File: config.mk
export PLATFORM = sky130hd
export DESIGN_NAME = sad_job_sequencer
export DESIGN_NICKNAME = d
export VERILOG_FILES = /design/src/rtl/sad_job_sequencer.sv
export SDC_FILE = /design/constraint.sdc
export NUM_CORES = 1
export LEC_CHECK = 0
export ABC_AREA = 0
export ABC_CLOCK_PERIOD_IN_PS = 10400
export CAP_MARGIN = 5
export CORE_UTILIZATION = 55
export CTS_BUF_LIST = sky130_fd_sc_hd__clkbuf_4 sky130_fd_sc_hd__clkbuf_8
export DETAILED_ROUTE_END_ITERATION = 8
export GPL_ROUTABILITY_DRIVEN = 0
export PLACE_DENSITY = 0.84
export SYNTH_ARGS = -nofsm -noshare
export SYNTH_HDL_FRONTEND = slang
export SYNTH_SLANG_ARGS = --single-unit
File: constraint.sdc
create_clock -name clk_clk -period 10.4 [get_ports clk_clk]
set_clock_uncertainty 0.05 [all_clocks]
set_input_delay 2.08 -clock clk_clk [delete_from_list [all_inputs] [get_ports clk_clk]]
set_output_delay 2.08 -clock clk_clk [all_outputs]
set_load 0.1 [all_outputs]
File: src/rtl/sad_job_sequencer.sv
// rtl/sad_job_sequencer.sv - SAD accelerator job sequencer: command decode, candidate issue, min-SAD tracking
module sad_job_sequencer #(
   parameter int TIMEOUT_CYCLES = 65535,
   parameter int CLEAR_CYCLES   = 4
) (
   input  logic        clk_clk,
   input  logic        reset_reset,
   input  logic [31:0] cfg_data,
   input  logic        cfg_lz,
   output logic        cfg_vz,
   output logic [15:0] lambda_value,
   output logic        lambda_load,
   input  logic        lambda_loaded,
   output logic        lcu_load,
   input  logic        lcu_loaded,
   output logic        sad_start,
   input  logic [1:0]  sad_ready,
   input  logic [63:0] sad_value,
   output logic [31:0] sad_result_low,
   output logic [31:0] sad_result_high,
   output logic [15:0] best_index,
   output logic [1:0]  result_ready,
   output logic        clear_fifo,
   output logic        busy
);

   typedef enum logic [2:0] {
      S_IDLE, S_LAMBDA, S_LCU, S_ISSUE, S_WAIT_SAD, S_CLEAR
   } state_t;

   localparam int MAX_CYC = (TIMEOUT_CYCLES > CLEAR_CYCLES) ? TIMEOUT_CYCLES : CLEAR_CYCLES;
   localparam int CW      = $clog2(MAX_CYC + 1);
   localparam logic [CW-1:0] TO_LAST  = CW'(TIMEOUT_CYCLES - 1);
   localparam logic [CW-1:0] CLR_LAST = CW'(CLEAR_CYCLES - 1);

   state_t        state, state_d;
   logic [CW-1:0] cnt, cnt_d;
   logic          pop_hold;
   logic [15:0]   lambda_d, count, count_d, idx, idx_d, best_d;
   logic [63:0]   min_sad, min_d, result, result_d, cand;
   logic [1:0]    rr_d;
   logic [1:0]    op;
   logic [15:0]   arg;
   logic          timed_out;
   logic          unused_cfg_bits;

   assign op              = cfg_data[31:30];
   assign arg             = cfg_data[15:0];
   assign unused_cfg_bits = ^cfg_data[29:16];

   // pop_hold enforces a gap of at least one cycle between consecutive pops
   assign cfg_vz    = (state == S_IDLE) && cfg_lz && !pop_hold;
   assign timed_out = (cnt == TO_LAST);

   assign lambda_load     = (state == S_LAMBDA);
   assign lcu_load        = (state == S_LCU);
   assign sad_start       = (state == S_ISSUE);
   assign clear_fifo      = (state == S_CLEAR);
   assign busy            = (state != S_IDLE);
   assign sad_result_low  = result[31:0];
   assign sad_result_high = result[63:32];

   always_ff @(posedge clk_clk or posedge reset_reset) begin
      if (reset_reset) begin
         state        <= S_IDLE;
         cnt          <= '0;
         pop_hold     <= 1'b0;
         lambda_value <= '0;
         count        <= '0;
         idx          <= '0;
         best_index   <= '0;
         min_sad      <= '1;
         result       <= '0;
         result_ready <= '0;
      end else begin
         state        <= state_d;
         cnt          <= cnt_d;
         pop_hold     <= cfg_vz;
         lambda_value <= lambda_d;
         count        <= count_d;
         idx          <= idx_d;
         best_index   <= best_d;
         min_sad      <= min_d;
         result       <= result_d;
         result_ready <= rr_d;
      end
   end

   always_comb begin
      state_d  = state;
      lambda_d = lambda_value;
      count_d  = count;
      idx_d    = idx;
      best_d   = best_index;
      min_d    = min_sad;
      result_d = result;
      rr_d     = result_ready;
      // strict compare so ties keep the earlier candidate
      cand     = (sad_value < min_sad) ? sad_value : min_sad;

      case (state)
         S_IDLE: begin
            if (cfg_vz) begin
               case (op)
                  2'b00: begin
                     lambda_d = arg;
                     state_d  = S_LAMBDA;
                  end
                  2'b01: begin
                     count_d = arg;
                     idx_d   = '0;
                     min_d   = '1;
                     rr_d    = 2'b00;
                     state_d = S_LCU;
                  end
                  2'b10:   state_d = S_CLEAR;
                  default: state_d = S_IDLE;
               endcase
            end
         end
         S_LAMBDA: begin
            if (lambda_loaded) begin
               state_d = S_IDLE;
            end else if (timed_out) begin
               rr_d    = 2'b11;
               state_d = S_CLEAR;
            end
         end
         S_LCU: begin
            if (lcu_loaded) begin
               if (count == 16'd0) begin
                  rr_d    = 2'b01;
                  state_d = S_IDLE;
               end else begin
                  state_d = S_ISSUE;
               end
            end else if (timed_out) begin
               rr_d    = 2'b11;
               state_d = S_CLEAR;
            end
         end
         S_ISSUE: state_d = S_WAIT_SAD;
         S_WAIT_SAD: begin
            if (sad_ready[1]) begin
               rr_d    = 2'b10;
               state_d = S_CLEAR;
            end else if (sad_ready[0]) begin
               if (sad_value < min_sad) begin
                  min_d  = sad_value;
                  best_d = idx;
               end
               if (idx == count - 16'd1) begin
                  result_d = cand;
                  rr_d     = 2'b01;
                  state_d  = S_IDLE;
               end else begin
                  idx_d   = idx + 16'd1;
                  state_d = S_ISSUE;
               end
            end else if (timed_out) begin
               rr_d    = 2'b11;
               state_d = S_CLEAR;
            end
         end
         S_CLEAR: begin
            if (cnt == CLR_LAST) state_d = S_IDLE;
         end
         default: state_d = S_IDLE;
      endcase

      // one counter serves the wait-state timeout and the clear pulse length
      if (state_d != state)     cnt_d = '0;
      else if (state == S_IDLE) cnt_d = cnt;
      else                      cnt_d = cnt + CW'(1);
   end

endmodule

# [Yosys cells after proc, flatten, opt, wreduce, memory -nomap -nowiden]
# Index checks and enable logic that the tools add are counted.
[totals] register_bits=214 output_inout_bits=104
[classes] bitwise=1 n_mux=35 n_eq_ne=20 add_sub_neg=3 n_lt_le_gt_ge=1 n_reduce_logical=16
[ops] cell="$mux W64" n=5
[ops] cell="$pmux W64 S2" n=1
[ops] cell="$mux W16" n=7
[ops] cell="$lt A64 B64 Y1" n=1
[ops] cell="$add A16 B1 Y16 const B" n=2
[ops] cell="$pmux W16 S2" n=1
[ops] cell="$mux W2" n=11
[ops] cell="$mux W3" n=7
[ops] cell="$pmux W3 S6" n=1
[ops] cell="$eq A16 B16 Y1" n=1
[ops] cell="$eq A16 B16 Y1 const B" n=1
[ops] cell="$eq A16 B2 Y1 const B" n=1
[ops] cell="$logic_not A16 Y1" n=1
[ops] cell="$sub A16 B1 Y16 const B" n=1
[ops] cell="$reduce_and A6 Y1" n=2
[ops] cell="$ne A2 B2 Y1 const B" n=5
[ops] cell="$pmux W3 S3" n=1
[ops] cell="$pmux W2 S4" n=1
[ops] cell="$reduce_and A4 Y1" n=2
[ops] cell="$eq A3 B2 Y1 const B" n=2
[ops] cell="$eq A3 B3 Y1 const B" n=2
[ops] cell="$reduce_and A3 Y1" n=2
[ops] cell="$reduce_and A5 Y1" n=1
[ops] cell="$ne A2 B1 Y1 const B" n=2
[ops] cell="other kinds (14)" n=15

# [Depth between registers and ports, before layout]
# Gate-level depths: netlist of the first run.
[depth] ltp_word=8 depth_mapped=13 depth_no_buf=10

# [Worst setup path before layout of the first run]
# OpenSTA, ideal clock, no wires.
[synth_path] kind="input to output" startpoint="input cfg_lz" endpoint="output cfg_vz" arrival_ps=3151 n_path_buf=0 path_slack_ps=5119 path_stages=2 path_cell_list="or3b_2 > inv_1"
[synth_via] elab_chain_len=2
[synth_rtl] item="start, declared" line_no="9" text="input logic cfg_lz,"
[synth_rtl] item="$logic_and A1 B1 Y1 (2 in series)" line_no="52" text="assign cfg_vz = (state == S_IDLE) && cfg_lz && !pop_hold;"
[synth_rtl] item="end, declared" line_no="10" text="output logic cfg_vz,"
# No other way between the ends.

# [Worst setup path after layout of the first run]
# Ends and elaborated chain as after synthesis.

==> results of run 1 <==
[worst min path at each step]
stage	to	slack, ns	cells past startpoint
detailed placement	result[22]	0.41	2
finish	result[42]	0.43	2
CTS	result[32]	0.43	2
global placement	result[59]	0.41	2
floorplan	count[13]	0.44	2
global route	result[59]	0.44	2
[worst max-delay path, delay by kind of cell]
kind          cells  cell delay (ns)
buf+inv           3             1.69
simple gates      1             0.48
[Yosys cell counts, types with 4 or more instances]
cell type	number	area share (%)
buf_6	8	0.76
buf_1	6	0.19
a2111oi_0	7	0.52
o21ai_2	60	4.5
mux2_2	34	3.2
inv_1	82	2.6
dfrtp_1	150	32
or3_1	4	0.21
dfstp_2	64	14
nand3_1	18	0.76
xnor2_1	27	2.0
a22oi_1	4	0.25
clkbuf_1	34	1.1
nand2b_1	6	0.32
and2_1	6	0.32
ha_1	67	7.1
nand4_1	26	1.4
nor3_1	12	0.51
xor2_1	17	1.3
a21o_1	21	1.3
nand2_1	140	4.5
buf_2	11	0.47
nor2b_1	6	0.32
and3_1	8	0.42
nor2_1	47	1.5
o22ai_1	4	0.21
nor4_1	9	0.48
mux2i_1	66	5.6
a21oi_1	35	1.5
o21ai_0	25	1.1
o22a_1	66	4.9
a211oi_1	5	0.32
[layer usage]
layer  vias up  global-route usage, %  share of wire, %  routed length, um
li1       4402                      -                 -                  -
met1      4625                  32.96                43              12070
met2       269                  44.25                49              13750
met3        46                  6.043               6.5               1822
met4         0                  8.144               2.1                580
met5         -                      0                 0                  0
[state kept, by name (all words and copies together) (netlist names)]
name and count:
result 64, state 3, pop_hold 1, count 16
min_sad 64, idx 16, lambda_value 16, result_ready 2
best_index 16, cnt 16
[stage by stage]
step	utilization, %	total power, mW	worst slack (ns)	std cells	hold WS, ns
2_1_floorplan	-	2.550	2.525	1131	0.4386
3_3_place_gp	65.94	2.874	4.041	1546	0.4100
3_5_place_dp	65.94	2.936	4.022	1546	0.4150
4_1_cts	69.70	3.759	4.022	1610	0.4287
5_1_grt	69.71	3.954	3.979	1611	0.4370
6_report	69.71	3.743	4.027	1611	0.4255
[report_power, final]
part / leakage (nW) / internal [mW] / switching (mW) / total, mW
combinational: 3.57 / 0.589 / 1.05 / 1.64
sequential: 2.70 / 1.10 / 0.201 / 1.30
clock: 0.419 / 0.463 / 0.341 / 0.804
total: 6.68 / 2.15 / 1.59 / 3.74
[kinds of logic (layout without fill, tap and decap cells)]
kind of cell | after synthesis | after routing | synth area share, %
compound gates | 259 | 259 | 17.19
simple gates | 306 | 306 | 12.45
flops | 214 | 214 | 46.04
buf+inv | 141 | 345 | 5.109
mux | 100 | 100 | 8.839
xor+xnor | 44 | 44 | 3.264
fa+ha+maj | 67 | 67 | 7.101
other cells | 0 | 1 | 0
[cell type report]
cell class                      instances  area (um^2)
Multi-Input combinational cell        776         5793
Timing Repair Buffer                  199         1974
Fill cell                            1588         6367
Sequential cell                       214         5435
Antenna cell                            1        2.502
Tap cell                              275        344.1
Clock buffer                           59        762.0
Clock inverter                          5        27.53
Inverter                               82        315.3
==> results.json, run 1 <==
{
  "drt_pre_antenna_iters": 5,
  "worstHoldPathType": "flop to flop",
  "vias_per_cell": 5.799,
  "layout_commonest_cell": "clkdlybuf4s50_1",
  "final_max_slew_viol_count": 0,
  "dieWidth_um": 148.5,
  "dieArea_um2": 22050,
  "syn_to_final_growth_pct": 24.13,
  "max_freq_mhz": 156.9,
  "clkSinkCount": 214,
  "wl_um": 28230,
  "portBuffers": 192,
  "first_iter_violations": 433,
  "hold_viol": 0,
  "r2r_end": "result[37]",
  "start_kind": "input pin",
  "ant_nets": 0,
  "wl_per_cell_um": 17.52,
  "dpl_cell_area_um2": 13860,
  "drive_gt1_share_pct": 18.80,
  "dp_hpwl_um": 18990,
  "max_cap_viol_count": 0,
  "synth-edff-count": 0,
  "num_rows": 53,
  "worst-endpoint-arrival_ns": 4.24,
  "p_per_area_nw_per_um2": 255.4,
  "syn-cell-area_um2": 11810,
  "grt-ovfl-total": 0,
  "die_y_um": 148.5,
  "grt_max_degree": 89,
  "initial_utilization_pct": 56.16,
  "tritoncts": "built",
  "io_pins": 207,
  "route.detailed.drc": 0,
  "path_cells": "clkdlybuf4s50_1 > or3b_2 > inv_1 > clkdlybuf4s50_1",
  "fin_crit_ns": 6.373,
  "async_flop_share_pct": 100.0,
  "cpMaxStageDelayCell": "clkdlybuf4s50_1",
  "grt_pass1_vias": 9432,
  "clockRootBuffer": "clkbuf_8",
  "final_area_um2": 14650,
  "grt_pass1_wl_um": 46200,
  "synth.avg_cell_area_um2": 10.44,
  "cp-end-kind": "output pin",
  "ys.warnings.count": 0,
  "status": "complete, no violations",
  "layout.nets": 1480,
  "syn_nets": 1301,
  "crit-reg2reg-launch": "min_sad[21]",
  "cpPeakStageDelay_ns": 1.13,
  "relSlewSlack_pct": 20.70,
  "r2r_cells": 12,
  "fin_tns_setup_ns": 0,
  "peakVddDrop_v": 0.0003436,
  "cp_max_fo": 3,
  "worstMarginPinSlew_ns": 1.183,
  "rsz0062_at_grt": "false",
  "critical_path_required_ns": 8.27,
  "clk_pin_slew_ns": 0.06,
  "worstSetupEndpoint": "cfg_vz",
  "synth_seq_cells": 214,
  "cts_setup_buffers": 0,
  "cts_hold_buf": 0,
  "cts_resized": 0,
  "yosysSeqAreaShare_pct": 46.04,
  "syn_inst": 1131,
  "ys_types": 70,
  "crit_start": "cfg_lz",
  "finalCritPeriodShare_pct": 61.28,
  "clock_path_buffers": 3,
  "worstSkewPairLatency_ns": 0.54,
  "crit_path_frequent_cell": "clkdlybuf4s50_1",
  "numCtsBuffers": 37,
  "yosys_most_used_dff": "dfrtp_1",
  "h-tree-depth": 2,
  "final_cell_mix": "clkdlybuf4s50_1, dfrtp_1, nand2_1",
  "vias": 9342,
  "grtUsageTotal_pct": 26.10,
  "min_from": "result[42]",
  "core_um2": 21020,
  "r2r_setup_slack_ns": 6.00,
  "p_leak_nw": 6.682,
  "crit_type": "input pin to output pin",
  "antenna_found_initial": 1,
  "setup_violations": 0
}
Power figures use the tool's default switching activity.
==> run 2: changes to the inputs <==
--- a/config.mk
+++ b/config.mk
@@ -6,7 +6,7 @@
 export NUM_CORES = 1
 export LEC_CHECK = 0
 export ABC_AREA = 0
-export ABC_CLOCK_PERIOD_IN_PS = 10400
+export ABC_CLOCK_PERIOD_IN_PS = 6500
 export CAP_MARGIN = 5
 export CORE_UTILIZATION = 55
 export CTS_BUF_LIST = sky130_fd_sc_hd__clkbuf_4 sky130_fd_sc_hd__clkbuf_8
==> constraint.sdc (replaced) <==
create_clock -name clk_clk -period 6.5 [get_ports clk_clk]
set_clock_uncertainty 0.05 [all_clocks]
set_input_delay 1.3 -clock clk_clk [delete_from_list [all_inputs] [get_ports clk_clk]]
set_output_delay 1.3 -clock clk_clk [all_outputs]
set_load 0.1 [all_outputs]
==> run 2 against run 1 <==
Against the previous run:
- routed wire length shrank 3.4%
- setup slack lost 2.4 ns
- die area is the same
- critical path depth is the same
- via count shrank 1.9%
- critical path type is now flop to output pin
- utilization is essentially flat
- cell area is essentially flat
- sequential share of layout area is essentially flat
- largest cell class unchanged
- count of clock-buffer cells in the layout grew 3
- combinational power grew 58%
- sequential cell count is the same
- critical endpoint unchanged
- register-to-register slack lost 3.5 ns
==> results.json, run 2 (synthesis gave the netlist of run 1 again) <==
{
  "rsz0062_at_grt": "false",
  "r2r_end": "best_index[4]",
  "p_per_area_nw_per_um2": 405.8,
  "worst-endpoint-arrival_ns": 3.53,
  "layout.nets": 1480,
  "finalCritPeriodShare_pct": 75.00,
  "p_int_mw": 3.436,
  "drt_pre_antenna_iters": 4,
  "fin_total_pwr_mw": 5.951,
  "num_rows": 53,
  "dieWidth_um": 148.5,
  "peakVddDrop_v": 0.0004973,
  "io_pins": 207,
  "grtUsageTotal_pct": 25.54,
  "antenna_found_initial": 2,
  "p_switching_mw": 2.515,
  "worstSkewPairLatency_ns": 0.53,
  "worstMarginPinSlew_ns": 1.162,
  "hold-worst-slack_ns": 0.4231,
  "fin_crit_ns": 4.875,
  "cp_max_fo": 19,
  "h-tree-depth": 2,
  "p_leak_nw": 6.681,
  "portBuffers": 192,
  "final_cell_mix": "clkdlybuf4s50_1, dfrtp_1, nand2_1",
  "route.detailed.drc": 0,
  "setup_violations": 0,
  "vias_per_cell": 5.687,
  "critical_path_required_ns": 5.15,
  "final_area_um2": 14660,
  "cpPeakStageDelay_ns": 1.13,
  "layout_commonest_cell": "clkdlybuf4s50_1",
  "numCtsBuffers": 37,
  "dieArea_um2": 22050,
  "cts_resized": 0,
  "clkSinkCount": 214,
  "core_um2": 21020,
  "wl_per_cell_um": 16.91,
  "cts_hold_buf": 0,
  "hold_path_depth": 2,
  "relSlewSlack_pct": 22.09,
  "tritoncts": "built",
  "whs_endpoint": "result[37]",
  "die_y_um": 148.5,
  "first_iter_violations": 471,
  "max_cap_viol_count": 0,
  "comb_power_share_pct": 43.6,
  "crit_type": "flop to output pin",
  "worstHoldPathType": "flop to flop",
  "clock_path_buffers": 3,
  "syn_to_final_growth_pct": 24.21,
  "vias": 9167,
  "cpMaxStageDelayCell": "clkdlybuf4s50_1",
  "grt-ovfl-total": 0,
  "p_clk_share_pct": 21.6,
  "r2r_cells": 10,
  "fin_cells": 1612,
  "min_from": "result[37]",
  "placedCellCount": 1546,
  "wl_um": 27270,
  "n_fill_cell": 1535,
  "final_max_slew_viol_count": 0,
  "status": "complete, no violations",
  "dpl_cell_area_um2": 13870,
  "grt_pass1_vias": 9223,
  "r2r_setup_slack_ns": 2.46,
  "drive_gt1_share_pct": 18.86,
  "switching_share_pct": 42.26,
  "hold_viol": 0,
  "grt_pass1_wl_um": 45380,
  "start_kind": "flop",
  "cp-end-kind": "output pin",
  "p_seq_share_pct": 34.9,
  "initial_utilization_pct": 56.16,
  "seq_area_um2": 5435,
  "max_freq_mhz": 205.1,
  "crit-reg2reg-launch": "min_sad[60]",
  "ant_nets": 0,
  "cts_setup_buffers": 0,
  "clk_pin_slew_ns": 0.06,
  "dp_hpwl_um": 18580,
  "path_cells": "or3_1 > or3b_2 > inv_1 > clkdlybuf4s50_1",
  "grt_max_degree": 113,
  "fin_tns_setup_ns": 0,
  "top_regs": "min_sad (64), result (64)",
  "multiInputGateArea_um2": 5793,
  "clockRootBuffer": "clkbuf_8"
}
[run 2: worst max-delay path by stage]
stage / slack (ns) / from / cells past startpoint / end
after floorplan: 1.67 / state[2] / 9 / cnt[0]
after global placement: 1.28 / sad_value[61] / 10 / best_index[13]
after detailed placement: 1.20 / sad_value[59] / 10 / best_index[4]
after CTS: 1.62 / state[2] / 4 / cfg_vz
after global routing: 1.51 / state[2] / 4 / cfg_vz
final: 1.62 / state[2] / 4 / cfg_vz
[run 2: area by class of cell]
class | count | share of cell area [%]
clock buffer | 62 | 5.265
antenna | 1 | 0.01707
multi-input combinational | 776 | 39.51
tap | 275 | 2.347
clock inverter | 3 | 0.1195
timing repair buffer | 199 | 13.55
inverter | 82 | 2.125
sequential | 214 | 37.07
[run 2: layer usage]
metal | vias to the layer above | GRT usage (%) | share of wire [%]
li1 | 4405 | - | -
met4 | 0 | 7.216 | 2.0
met1 | 4477 | 33.06 | 43
met2 | 245 | 42.83 | 48
met5 | - | 0 | 0
met3 | 40 | 5.767 | 6.5
[run 2: through the flow]
stage	worst slack (ns)	utilization, %
detailed placement	1.204	65.98
global route	1.513	69.74
CTS	1.620	69.74
global placement	1.279	65.98
floorplan	1.668	-
finish	1.625	69.75
[run 2: power by group through the flow]
stage | Combinational [mW] | Sequential, mW | Clock (mW)
floorplan | 1.53 | 2.55 | 0
global placement | 2.53 | 2.06 | 0
detailed placement | 2.59 | 2.09 | 0
CTS | 2.61 | 2.07 | 1.31
global route | 2.81 | 2.13 | 1.38
finish | 2.59 | 2.08 | 1.28
[run 2: critical path: cells and delay by family, from the launching register on]
kind          cells  cell delay, ns
buf+inv           2            1.22
simple gates      2            1.15
flops             1            0.63
==> run 3: changes to the inputs <==
--- a/config.mk
+++ b/config.mk
@@ -6,7 +6,7 @@
 export NUM_CORES = 1
 export LEC_CHECK = 0
 export ABC_AREA = 0
-export ABC_CLOCK_PERIOD_IN_PS = 6500
+export ABC_CLOCK_PERIOD_IN_PS = 4860
 export CAP_MARGIN = 5
 export CORE_UTILIZATION = 55
 export CTS_BUF_LIST = sky130_fd_sc_hd__clkbuf_4 sky130_fd_sc_hd__clkbuf_8
==> constraint.sdc (replaced) <==
create_clock -name clk_clk -period 4.86 [get_ports clk_clk]
set_clock_uncertainty 0.05 [all_clocks]
set_input_delay 0.972 -clock clk_clk [delete_from_list [all_inputs] [get_ports clk_clk]]
set_output_delay 0.972 -clock clk_clk [all_outputs]
set_load 0.1 [all_outputs]
==> run 3 against run 2 <==
Against the previous run:
- register-to-register slack got worse by 1.5 ns
- sequential power up 33%
- die area unchanged
- non-clock buffer count rose by 8
- total power rose by 35%
- cell count up 0.87%
- utilization rose by 0.71 points
- combinational power increased by 36%
- clock power up 37%
- sequential share of layout area down 0.38 points
- hold slack worse by 0.00084 ns
- sequential cell count did not move
- largest cell class unchanged
==> results.json, run 3 (synthesis gave the netlist of run 1 again) <==
{
  "cts_resized": 0,
  "critical_path_required_ns": 5.24,
  "fin_util_pct": 70.47,
  "cts_setup_buffers": 0,
  "relSlewSlack_pct": 25.64,
  "worstMarginPinSlew_ns": 1.113,
  "worstHoldPathType": "flop to flop",
  "n_fill_cell": 1476,
  "p_seq_share_pct": 34.5,
  "grt_pass1_vias": 9332,
  "status": "complete, no violations",
  "grtUsageTotal_pct": 25.94,
  "first_iter_violations": 571,
  "io_pins": 207,
  "worst-endpoint-arrival_ns": 4.37,
  "cpMaxStageDelayCell": "a2111oi_0",
  "crit_path_frequent_cell": "a21o_1",
  "wl_um": 27580,
  "start_kind": "input pin",
  "grt_pass1_wl_um": 46060,
  "rsz0062_at_grt": "false",
  "cts_hold_buf": 0,
  "die_y_um": 148.5,
  "clockRootBuffer": "clkbuf_8",
  "max_freq_mhz": 250.5,
  "fin_crit_ns": 3.993,
  "cpPeakStageDelay_ns": 0.53,
  "finalCritPeriodShare_pct": 82.15,
  "p_int_mw": 4.628,
  "setup_violations": 0,
  "hold_viol": 0,
  "switching_share_pct": 42.45,
  "vias_per_cell": 5.661,
  "antenna_found_initial": 2,
  "worstSkewPairLatency_ns": 0.54,
  "crit_type": "input pin to flop",
  "num_rows": 53,
  "h-tree-depth": 2,
  "layout.nets": 1489,
  "seq_area_um2": 5435,
  "comb_power_share_pct": 43.7,
  "clk_pin_slew_ns": 0.06,
  "dieWidth_um": 148.5,
  "wl_per_cell_um": 16.96,
  "drt_pre_antenna_iters": 5,
  "max_cap_viol_count": 0,
  "top_regs": "min_sad (64), result (64)",
  "dieArea_um2": 22050,
  "peakVddDrop_v": 0.0005857,
  "layout_commonest_cell": "clkdlybuf4s50_1",
  "ant_nets": 0,
  "tritoncts": "built",
  "p_per_area_nw_per_um2": 542.8,
  "dp_hpwl_um": 19180,
  "clkSinkCount": 214,
  "vias": 9205,
  "p_switching_mw": 3.414,
  "path_cells": "clkdlybuf4s50_1 > ha_1 > a21o_1 > a21o_1 > a211o_1 > a21o_1 > a2111oi_0 > o211ai_1 > or2_4 > buf_12 > o22a_1",
  "final_max_slew_viol_count": 0,
  "final_cell_mix": "clkdlybuf4s50_1, dfrtp_1, nand2_1",
  "portBuffers": 192,
  "syn_to_final_growth_pct": 25.48,
  "initial_utilization_pct": 56.16,
  "fin_tns_setup_ns": 0,
  "route.detailed.drc": 0,
  "clock_path_buffers": 3,
  "cp-end-kind": "flop",
  "cp_max_fo": 43,
  "numCtsBuffers": 38,
  "drive_gt1_share_pct": 19.72,
  "grt_max_degree": 75,
  "grt-ovfl-total": 0,
  "p_clk_share_pct": 21.8,
  "core_um2": 21020,
  "p_leak_nw": 6.762,
  "multiInputGateArea_um2": 5793
}
==> run 3: cell type report <==
type | instances | area share (%)
clock inverter | 8 | 0.3463
tap | 275 | 2.323
sequential | 214 | 36.69
multi-input combinational | 776 | 39.11
antenna | 2 | 0.03379
clock buffer | 62 | 5.169
timing repair buffer | 207 | 14.22
inverter | 82 | 2.103
==> run 3: power groups by stage <==
stage / logic, mW / clock network, mW / registers, mW
after global routing: 3.81 / 1.88 / 2.84
after floorplan: 2.04 / 0 / 3.42
final: 3.51 / 1.76 / 2.77
after global placement: 3.42 / 0 / 2.76
after CTS: 3.53 / 1.79 / 2.77
after detailed placement: 3.50 / 0 / 2.79
==> run 3: routing by layer <==
metal | GRT usage, % | part of all wire (%) | up-vias
li1 | - | - | 4426
met1 | 34.28 | 43 | 4458
met2 | 42.50 | 47 | 273
met3 | 5.890 | 7.2 | 48
met4 | 7.629 | 2.1 | 0
met5 | 0 | 0 | -
==> run 3: through the flow <==
stage	hold WS, ns	worst slack (ns)	cell area, um^2	power [mW]	std cells
floorplan	0.4386	0.02772	11810	5.457	1131
global placement	0.4099	0.3842	13990	6.178	1554
detailed placement	0.4153	0.3056	13990	6.294	1554
CTS	0.4275	0.8684	14810	8.086	1624
global route	0.4474	0.6861	14810	8.528	1624
finish	0.4222	0.8674	14810	8.041	1626
==> run 3: critical path, delay by kind of cell <==
kind / cells / cell delay (ns)
and+or+nand+nor: 1 / 0.50
adders and majority gates: 1 / 0.33
buffers and inverters: 2 / 0.71
AOI/OAI and AO/OA: 7 / 1.82
==> run 3: path summary, 6_finish.rpt <==
check,startpoint,endpoint,slack [ns],depth (start not counted)
worst min register to register,result[51],result[51],0.42,2
min in group asynchronous,reset_reset,result[2],1.01,2
worst min-delay path,result[51],result[51],0.42,2
max in group asynchronous,reset_reset,min_sad[50],2.79,3
worst max register to register,count[0],cnt[1],0.97,9
worst max-delay path,sad_value[59],min_sad[59],0.87,11
